<file path="config.mk">
export PLATFORM = sky130hd
export DESIGN_NAME = fetch_unit
export DESIGN_NICKNAME = d
export VERILOG_FILES = /design/src/rtl/fetch_pkg.sv /design/src/rtl/fetch_buffer.sv /design/src/rtl/fetch_unit.sv
export SDC_FILE = /design/constraint.sdc
export NUM_CORES = 1
export LEC_CHECK = 0
export ABC_AREA = 1
export CORE_MARGIN = 4
export CORE_UTILIZATION = 30
export CTS_CLUSTER_SIZE = 8
export DETAILED_ROUTE_END_ITERATION = 8
export PLACE_DENSITY = 0.48
export SLEW_MARGIN = 20
export SYNTH_ARGS = -nofsm -noshare
export SYNTH_HDL_FRONTEND = slang
export SYNTH_HIERARCHICAL = 1
export SYNTH_SLANG_ARGS = --single-unit
</file>
<file path="constraint.sdc">
create_clock -name clk -period 4 [get_ports clk]
set_input_delay 0.4 -clock clk [delete_from_list [all_inputs] [get_ports clk]]
set_output_delay 0.4 -clock clk [all_outputs]
set_load 0.005 [all_outputs]
</file>
<file path="src/rtl/fetch_pkg.sv">
// Shared types and default widths for the instruction-fetch stage.
package fetch_pkg;

   localparam int DEF_ADDR_W  = 16;
   localparam int DEF_INSTR_W = 16;

   typedef enum logic [1:0] {
      IDLE      = 2'd0,
      WAIT      = 2'd1,
      WAIT_KILL = 2'd2
   } fetch_state_t;

endpackage

</file>
<file path="src/rtl/fetch_buffer.sv">
// Two-entry instruction queue between the fetch FSM and the IF_ID latch.
// Flush wins over push and pop; an invalid head reads as zero.
module fetch_buffer
   import fetch_pkg::*;
#(
   parameter int W = DEF_ADDR_W + DEF_INSTR_W
) (
   input  logic         clk,
   input  logic         reset,
   input  logic         push,
   input  logic         pop,
   input  logic         flush,
   input  logic [W-1:0] din,
   output logic         valid,
   output logic [W-1:0] dout,
   output logic [1:0]   occ
);

   logic [W-1:0] mem [2];
   logic         rd_ptr;
   logic         wr_ptr;
   logic         do_push;
   logic         do_pop;

   assign valid   = (occ != 2'd0);
   assign do_pop  = pop && valid;
   assign do_push = push && ((occ != 2'd2) || do_pop);
   assign dout    = valid ? mem[rd_ptr] : '0;

   always_ff @(posedge clk) begin
      if (reset || flush) begin
         rd_ptr <= 1'b0;
         wr_ptr <= 1'b0;
         occ    <= 2'd0;
      end else begin
         if (do_push) begin
            mem[wr_ptr] <= din;
            wr_ptr      <= ~wr_ptr;
         end
         if (do_pop)
            rd_ptr <= ~rd_ptr;
         occ <= occ + {1'b0, do_push} - {1'b0, do_pop};
      end
   end

endmodule

</file>
<file path="src/rtl/fetch_unit.sv">
// Instruction-fetch stage: PC register, single-outstanding req/ack fetch FSM
// with wrong-path kill, feeding a 2-entry queue toward IF_ID.
module fetch_unit
   import fetch_pkg::*;
#(
   parameter int                ADDR_W   = DEF_ADDR_W,
   parameter int                INSTR_W  = DEF_INSTR_W,
   parameter logic [ADDR_W-1:0] RESET_PC = '0
) (
   input  logic               clk,
   input  logic               reset,
   input  logic               pc_write,
   input  logic               redirect_valid,
   input  logic [ADDR_W-1:0]  redirect_pc,
   output logic               imem_req,
   output logic [ADDR_W-1:0]  imem_addr,
   input  logic               imem_ack,
   input  logic [INSTR_W-1:0] imem_rdata,
   output logic               instr_valid,
   output logic [INSTR_W-1:0] instr,
   output logic [ADDR_W-1:0]  instr_pc
);

   fetch_state_t      state_q, state_d;
   logic [ADDR_W-1:0] fetch_pc_q, fetch_pc_d;
   logic [ADDR_W-1:0] addr_d;
   logic              req_d;
   logic              xfer;
   logic              push;
   logic              pop;
   logic              hold;
   logic [1:0]        occ;
   logic [1:0]        occ_next;

   assign xfer = imem_req && imem_ack;
   assign push = xfer && (state_q == WAIT);
   assign pop  = instr_valid && pc_write;
   assign hold = imem_req && !imem_ack;

   // A new request is only launched when its data is guaranteed a slot.
   assign occ_next = redirect_valid ? 2'd0
                                    : occ + {1'b0, push} - {1'b0, pop};

   always_comb begin
      state_d    = state_q;
      fetch_pc_d = fetch_pc_q;
      req_d      = 1'b0;
      addr_d     = imem_addr;

      if (push)
         fetch_pc_d = imem_addr + {{(ADDR_W-1){1'b0}}, 1'b1};
      if (redirect_valid)
         fetch_pc_d = redirect_pc;

      if (hold) begin
         // Request must stay up with a stable address; a redirect only marks it dead.
         req_d = 1'b1;
         if (redirect_valid)
            state_d = WAIT_KILL;
      end else if (occ_next <= 2'd1) begin
         req_d   = 1'b1;
         addr_d  = fetch_pc_d;
         state_d = WAIT;
      end else begin
         state_d = IDLE;
      end
   end

   always_ff @(posedge clk) begin
      if (reset) begin
         state_q    <= IDLE;
         fetch_pc_q <= RESET_PC;
         imem_req   <= 1'b0;
         imem_addr  <= RESET_PC;
      end else begin
         state_q    <= state_d;
         fetch_pc_q <= fetch_pc_d;
         imem_req   <= req_d;
         imem_addr  <= addr_d;
      end
   end

   fetch_buffer #(
      .W(INSTR_W + ADDR_W)
   ) u_buf (
      .clk   (clk),
      .reset (reset),
      .push  (push),
      .pop   (pop),
      .flush (redirect_valid),
      .din   ({imem_rdata, imem_addr}),
      .valid (instr_valid),
      .dout  ({instr, instr_pc}),
      .occ   (occ)
   );

endmodule

</file>
Yosys cells after proc, flatten, opt, wreduce, memory -nomap -nowiden
Memory sizes are Yosys's and may differ from the RTL's. A register that Yosys moved wholly into a read port is not among the register bits.
Cells that the tools add are included.
{"block": "totals", "memories": 1, "rom_bits": 0, "reg_bits": 39, "ram_bits": 64, "latch_bits": 0, "word_cells": 45, "input_bits": 37}
{"block": "op_classes", "eq_ne": 3, "n_mux": 14, "div": 0, "shifts": 0, "n_mul": 0, "bitwise_logic": 3, "reduce_logical": 11, "n_lt_le_gt_ge": 1, "add_sub_neg": 5}
{"memory": "u_buf.mem", "words": 2, "width": 32, "rd": 1, "rd_ports_with_merged_regs": 1, "write_ports": 1, "line": "fetch_buffer.sv:19", "rtl": "logic [W-1:0] mem [2];"}
{"operator": "$mux W16", "count": 2}
{"operator": "$mux W32", "count": 1}
{"operator": "$add A16 B1 Y16 const B", "count": 1}
{"operator": "$mux W1", "count": 8}
{"operator": "$logic_and A1 B1 Y1", "count": 6}
{"operator": "$mux W2", "count": 3}
{"operator": "$add A2 B1 Y2", "count": 2}
{"operator": "$ne A2 B2 Y1 const B", "count": 2}
{"operator": "$sub A2 B1 Y2", "count": 2}
{"operator": "$not A1 Y1", "count": 3}
{"operator": "$eq A2 B1 Y1 const B", "count": 1}
{"operator": "$le A2 B1 Y1 const B", "count": 1}
{"operator": "$logic_or A1 B1 Y1", "count": 2}
{"operator": "$reduce_and A2 Y1", "count": 1}
{"operator": "$reduce_bool A2 Y1", "count": 1}
{"operator": "$logic_not A1 Y1", "count": 1}

Longest topological paths before layout
{"block": "logic_depth", "depth_word": 8, "ltp_mapped": 17, "depth_no_buf": 16}

Cells and area by module
The synthesis kept the hierarchy.
{"module": "fetch_buffer", "area_each_um2": 2840.2, "cells_each": 214, "seq_area_each_um2": 2021.9, "instances": 1}
{"module": "fetch_unit", "area_each_um2": 2018.2, "cells_each": 311, "seq_area_each_um2": 700.7, "instances": 1}

Worst setup path before layout
OpenSTA, ideal clock, no wires.
{"block": "synth_timing", "kind": "reg-to-reg", "from": "register u_buf.occ[1]", "to": "memory u_buf/mem[1][0] (netlist bit), enable pin", "arrival_ps": 2344, "synth_period_minus_slack_ps": 2765, "slack_ps": 1235, "required_time_ps": 3578, "stages_incl_launch_ff": 9, "setup_time_ps": 422, "n_path_buf": 0, "path_cell_list": "dfxtp_1 inv_1 nand2_1 nand2_1 inv_1 inv_1 nand3_1 nand2_1 nor2_1"}
{"block": "synth_via", "elab_chain_len": 8, "word_cells_on_any_way": 9, "classes_between": "1 x eq/ne; 3 x mux; 5 x reduce/logical"}
{"element": "start: declaration", "line": "fetch_buffer.sv:16", "rtl": "output logic [1:0] occ"}
{"element": "start signal: assignment", "line": "fetch_buffer.sv:42", "rtl": "occ <= occ + {1'b0, do_push} - {1'b0, do_pop};"}
{"element": "$reduce_bool A2 Y1", "line": "fetch_buffer.sv:25", "rtl": "assign valid = (occ != 2'd0);"}
{"element": "via instr_valid", "line": "fetch_unit.sv:19", "rtl": "output logic instr_valid,"}
{"element": "$logic_and A1 B1 Y1", "line": "fetch_unit.sv:37", "rtl": "assign pop = instr_valid && pc_write;"}
{"element": "via pop", "line": "fetch_unit.sv:30", "rtl": "logic pop;"}
{"element": "$logic_and A1 B1 Y1", "line": "fetch_buffer.sv:26", "rtl": "assign do_pop = pop && valid;"}
{"element": "$logic_or A1 B1 Y1", "line": "fetch_buffer.sv:27", "rtl": "assign do_push = push && ((occ != 2'd2) || do_pop);"}
{"element": "$logic_and A1 B1 Y1", "line": "fetch_buffer.sv:27"}
{"element": "$mux W1", "line": "fetch_buffer.sv:36", "rtl": "if (do_push) begin"}
{"element": "$mux W1", "line": "fetch_buffer.sv:31", "rtl": "if (reset || flush) begin"}
{"element": "$mux W1 (implied by the code)", "line": "fetch_buffer.sv:37", "rtl": "mem[wr_ptr] <= din;"}
{"element": "end: declaration", "line": "fetch_buffer.sv:19"}
The timed path passes the listed nets, and every way through them passes these cells.

Final worst setup path
{"block": "layout_timing", "from": "register u_buf.occ[1]", "to": "output instr[15]"}
{"block": "layout_via", "elab_chain_len": 2}
{"element": "$reduce_bool A2 Y1", "line": "fetch_buffer.sv:25"}
{"element": "$mux W32", "line": "fetch_buffer.sv:28", "rtl": "assign dout = valid ? mem[rd_ptr] : '0;"}
{"element": "end: declaration", "line": "fetch_unit.sv:20", "rtl": "output logic [INSTR_W-1:0] instr,"}
No other way between the ends.

==> results.md <==
* Largest driver fanout on the critical path at 21
* Max capacitance violation total at 0
* Switching power at 517.7 µW
* Area taken by multi-input logic gates at around 1700 µm²
* Nature of the critical path startpoint: register
* Synth cell types at 32
* Maximum ir drop on the vdd rail at approximately 0.18 mV
* Number of nets still failing antenna checks after routing at 0
* First-pass GRT wire length at between 15 and 20 mm
* Total routing resource utilization after global routing at between 10% and 20%
* Synthesis Warnings at 6
* TritonCTS sink count at about 100
* Reg power frac at 53.9%
* Post-synth top area cell: edfxtp_1
* Data arrival, critical path at between 2 and 2.5 ns
* RSZ-0062 raised after global routing: no
* Maximum number of pins on one net before global-route repair at 33
* Proportion of synthesized chip area in sequential cells at 56.04%
* Sort of element at the end of the critical path: output pin
* Leading post-synthesis cells by cell area: edfxtp_1, dfxtp_1, nand2_1
* Ranking of synthesized cells by instance count: nand2_1, edfxtp_1, inv_1
* Longest individual stage delay on the worst path at about 0.65 ns
* Static power due to leakage at 0.002260 µW
* Synth Area per Inst at between 9 and 10 µm²
* Part of the total power dissipated in the clock network at between 30 and 40%
* Worst path required time at 3.60 ns
* Total via count in the routed design at 3634
* Top achievable clock speed at 375.2 MHz
* Share of the synthesized area in the top cell type at about two fifths
* Max_slew headroom at a little under half
* Proportion of synthesized flip-flops having asynchronous set or reset at 0%
* Sequential cell area at ~2700 µm²
* Endpoints failing hold at 0
* Total of flip-flops plus latches after synthesis at about 100
* Cell area after placement at 5848 µm²
* Number of flops mapped to enable cells by yosys at 64
* CTS Root Cell: clkbuf_16
* Post-synth top flop: edfxtp_1
* Bufs on Longest Clock Path at 2
* Clock-pin slew on the worst setup and hold paths at ~0.070 ns
* Worst-case clock skew at a little over 0.009 ns
* Number of instances resized during post-cts repair at 0
* Depth of the CTS H-tree at 3
* Period Utilization, post-route at 66.63%
* P per Cell Area at roughly 370 nW/µm²
* Switching part of the total power at approximately 23%
* Number of hold-repair buffers added at the cts stage at 0
* Most frequent cell after synthesis: nand2_1
* DP HPWL at a little under 8 mm
* Worst path cell trace: nor2_4, buf_4, a21oi_1, clkdlybuf4s50_1
* Total internal power at between 1500 and 2000 µW
* Number of core rows at 46
* Max-slew violation total from the final report at 0
* Crit-path slowest cell: nor2_4
* Initial DRC Count at roughly 140
* Share of post-route cells with drive strength above 1 at between 10% and 20%
* Transition time at the pin with the least slew margin at roughly 0.8 ns
* Number of vias per cell at between 4 and 5
* Grt total ovfl at 0
* CTS tree: yes
* Sum of negative setup slack at 0 ns
* Result of the run: finished, final reports clean
* Post-Synthesis Net Count at roughly 570
* Top-level port count at 87
* Class of the tightest hold or removal check: register to register
* Setup Viol. Count Final at 0
* Area of the placeable core at between 15000 and 20000 µm²
* Buffers inserted during post-CTS setup optimization at 0
* Number of I/O port buffers at 86
* Inserted Diodes at 0
* Clock latency on the worst-skew pair at 0.35 ns
* Die Outline Area at ~18000 µm²
* Final estimated routing congestion in global placement at between 0.7 and 0.8
* Worst setup path category: register to output pin
* Number of nets in the finished design at 649
* Tmin final at approximately 2.7 ns
* Initial antenna violation count at 0
* Residual DRC at 0
* Synthesized instance count at 525
* Avg WL per Cell at between 10 and 15 µm
* Pre-antenna DRT Iters at 4
* Number of filler cells placed in the layout at 1663
* Syn-to-layout area delta at 26.06%
* Final routed wirelength across all metal layers at around 11 mm
* Final Cell Area at between 6000 and 7000 µm²
* Inserted Clock Buffers at 9
* Width of the chip at approximately 140 µm
* Combinational group share of total power at under 10%
* Starting Density at 30.58%
* Die outline height at about 140 µm
* Area of the mapped netlist at 4858 µm²
* Via count of the first global-routing pass at 3738
==> registers in the layout, summed over array words and instances (netlist names), named ones only <==
register	cells
u_buf/mem	64
fetch_pc_q	16
imem_addr	16
state_q	2
u_buf/occ	2
imem_req	1
u_buf/rd_ptr	1
u_buf/wr_ptr	1
==> power by group through the flow <==
stage | Clock (µW) | Combinational (µW) | Sequential [µW]
3_3_place_gp | 0 | 218 | 1240
4_1_cts | 849 | 220 | 1210
6_report | 820 | 216 | 1210
5_1_grt | 892 | 245 | 1220
2_1_floorplan | 0 | 121 | 1220
3_5_place_dp | 0 | 218 | 1240
==> final cells by class <==
type / count / share of cell area [%]
clock buffer: 12 / 4.188
tap: 216 / 4.413
timing repair buffer: 93 / 14.91
inverter: 51 / 3.248
clock inverter: 4 / 0.3269
multi-input combinational: 349 / 28.46
sequential: 104 / 44.45
==> layout by cell type (no fill, tap or decap), drive strengths merged <==
| cell | instances |
|---|---|
| nand4 | 6 |
| clkbuf | 12 |
| and2 | 2 |
| clkinvlp | 2 |
| nor2 | 56 |
| clkinv | 3 |
| o21ai | 9 |
| nand3 | 35 |
| o31ai | 1 |
| buf | 7 |
| inv | 50 |
| nand3b | 1 |
| ha | 4 |
| o22ai | 1 |
| o211ai | 1 |
| clkdlybuf4s50 | 86 |
| edfxtp | 64 |
| nand2 | 168 |
| or2 | 1 |
| xnor2 | 1 |
| and3 | 1 |
| dfxtp | 40 |
| a21oi | 62 |
==> kinds of logic (layout without fill, tap and decap cells) <==
kind of cell,count (synthesis),count (layout),share of synthesized area (%)
and+or+nand+nor,270,270,24.21
DFF,104,104,56.04
AOI/OAI and AO/OA,74,74,10.30
buffers and inverters,72,160,8.241
adders and majority gates,4,4,1.030
xor gates and xnor gates,1,1,0.1803
==> final timing paths <==
check                               endpoint  depth (start not counted)         start  slack, ns
worst max-delay path               instr[15]                          4  u_buf/occ[1]       1.33
worst min register to register    state_q[1]                          2    state_q[1]       0.48
worst max register to register  imem_addr[0]                         12  u_buf/occ[1]       1.83
worst min-delay path              state_q[1]                          2    state_q[1]       0.48
==> metal layers <==
metal	part of all wire, %	vias to the layer above	track usage, %
met4	1.6	0	5.431
met5	0	-	0
met2	45	98	21.68
met1	48	1642	17.24
li1	-	1881	-
met3	5.6	13	2.860
==> stage by stage <==
step	setup WS [ns]	total power, µW	std cells	utilization, %	hold slack [ns]
2_1_floorplan	1.235	1341	525	-	0.4473
3_3_place_gp	1.458	1453	813	36.81	0.4642
3_5_place_dp	1.421	1454	813	36.81	0.4709
4_1_cts	1.261	2280	829	38.56	0.4808
5_1_grt	1.120	2353	829	38.56	0.5153
6_report	1.335	2247	829	38.56	0.4814
==> worst max-delay path, delay by kind of cell, from the launching register on <==
kind | cells | cell delay (ns)
simple gates | 1 | 0.65
compound gates | 1 | 0.07
flops | 1 | 0.38
buf+inv | 2 | 0.81
Note: power is estimated with default switching activity, not from simulation.
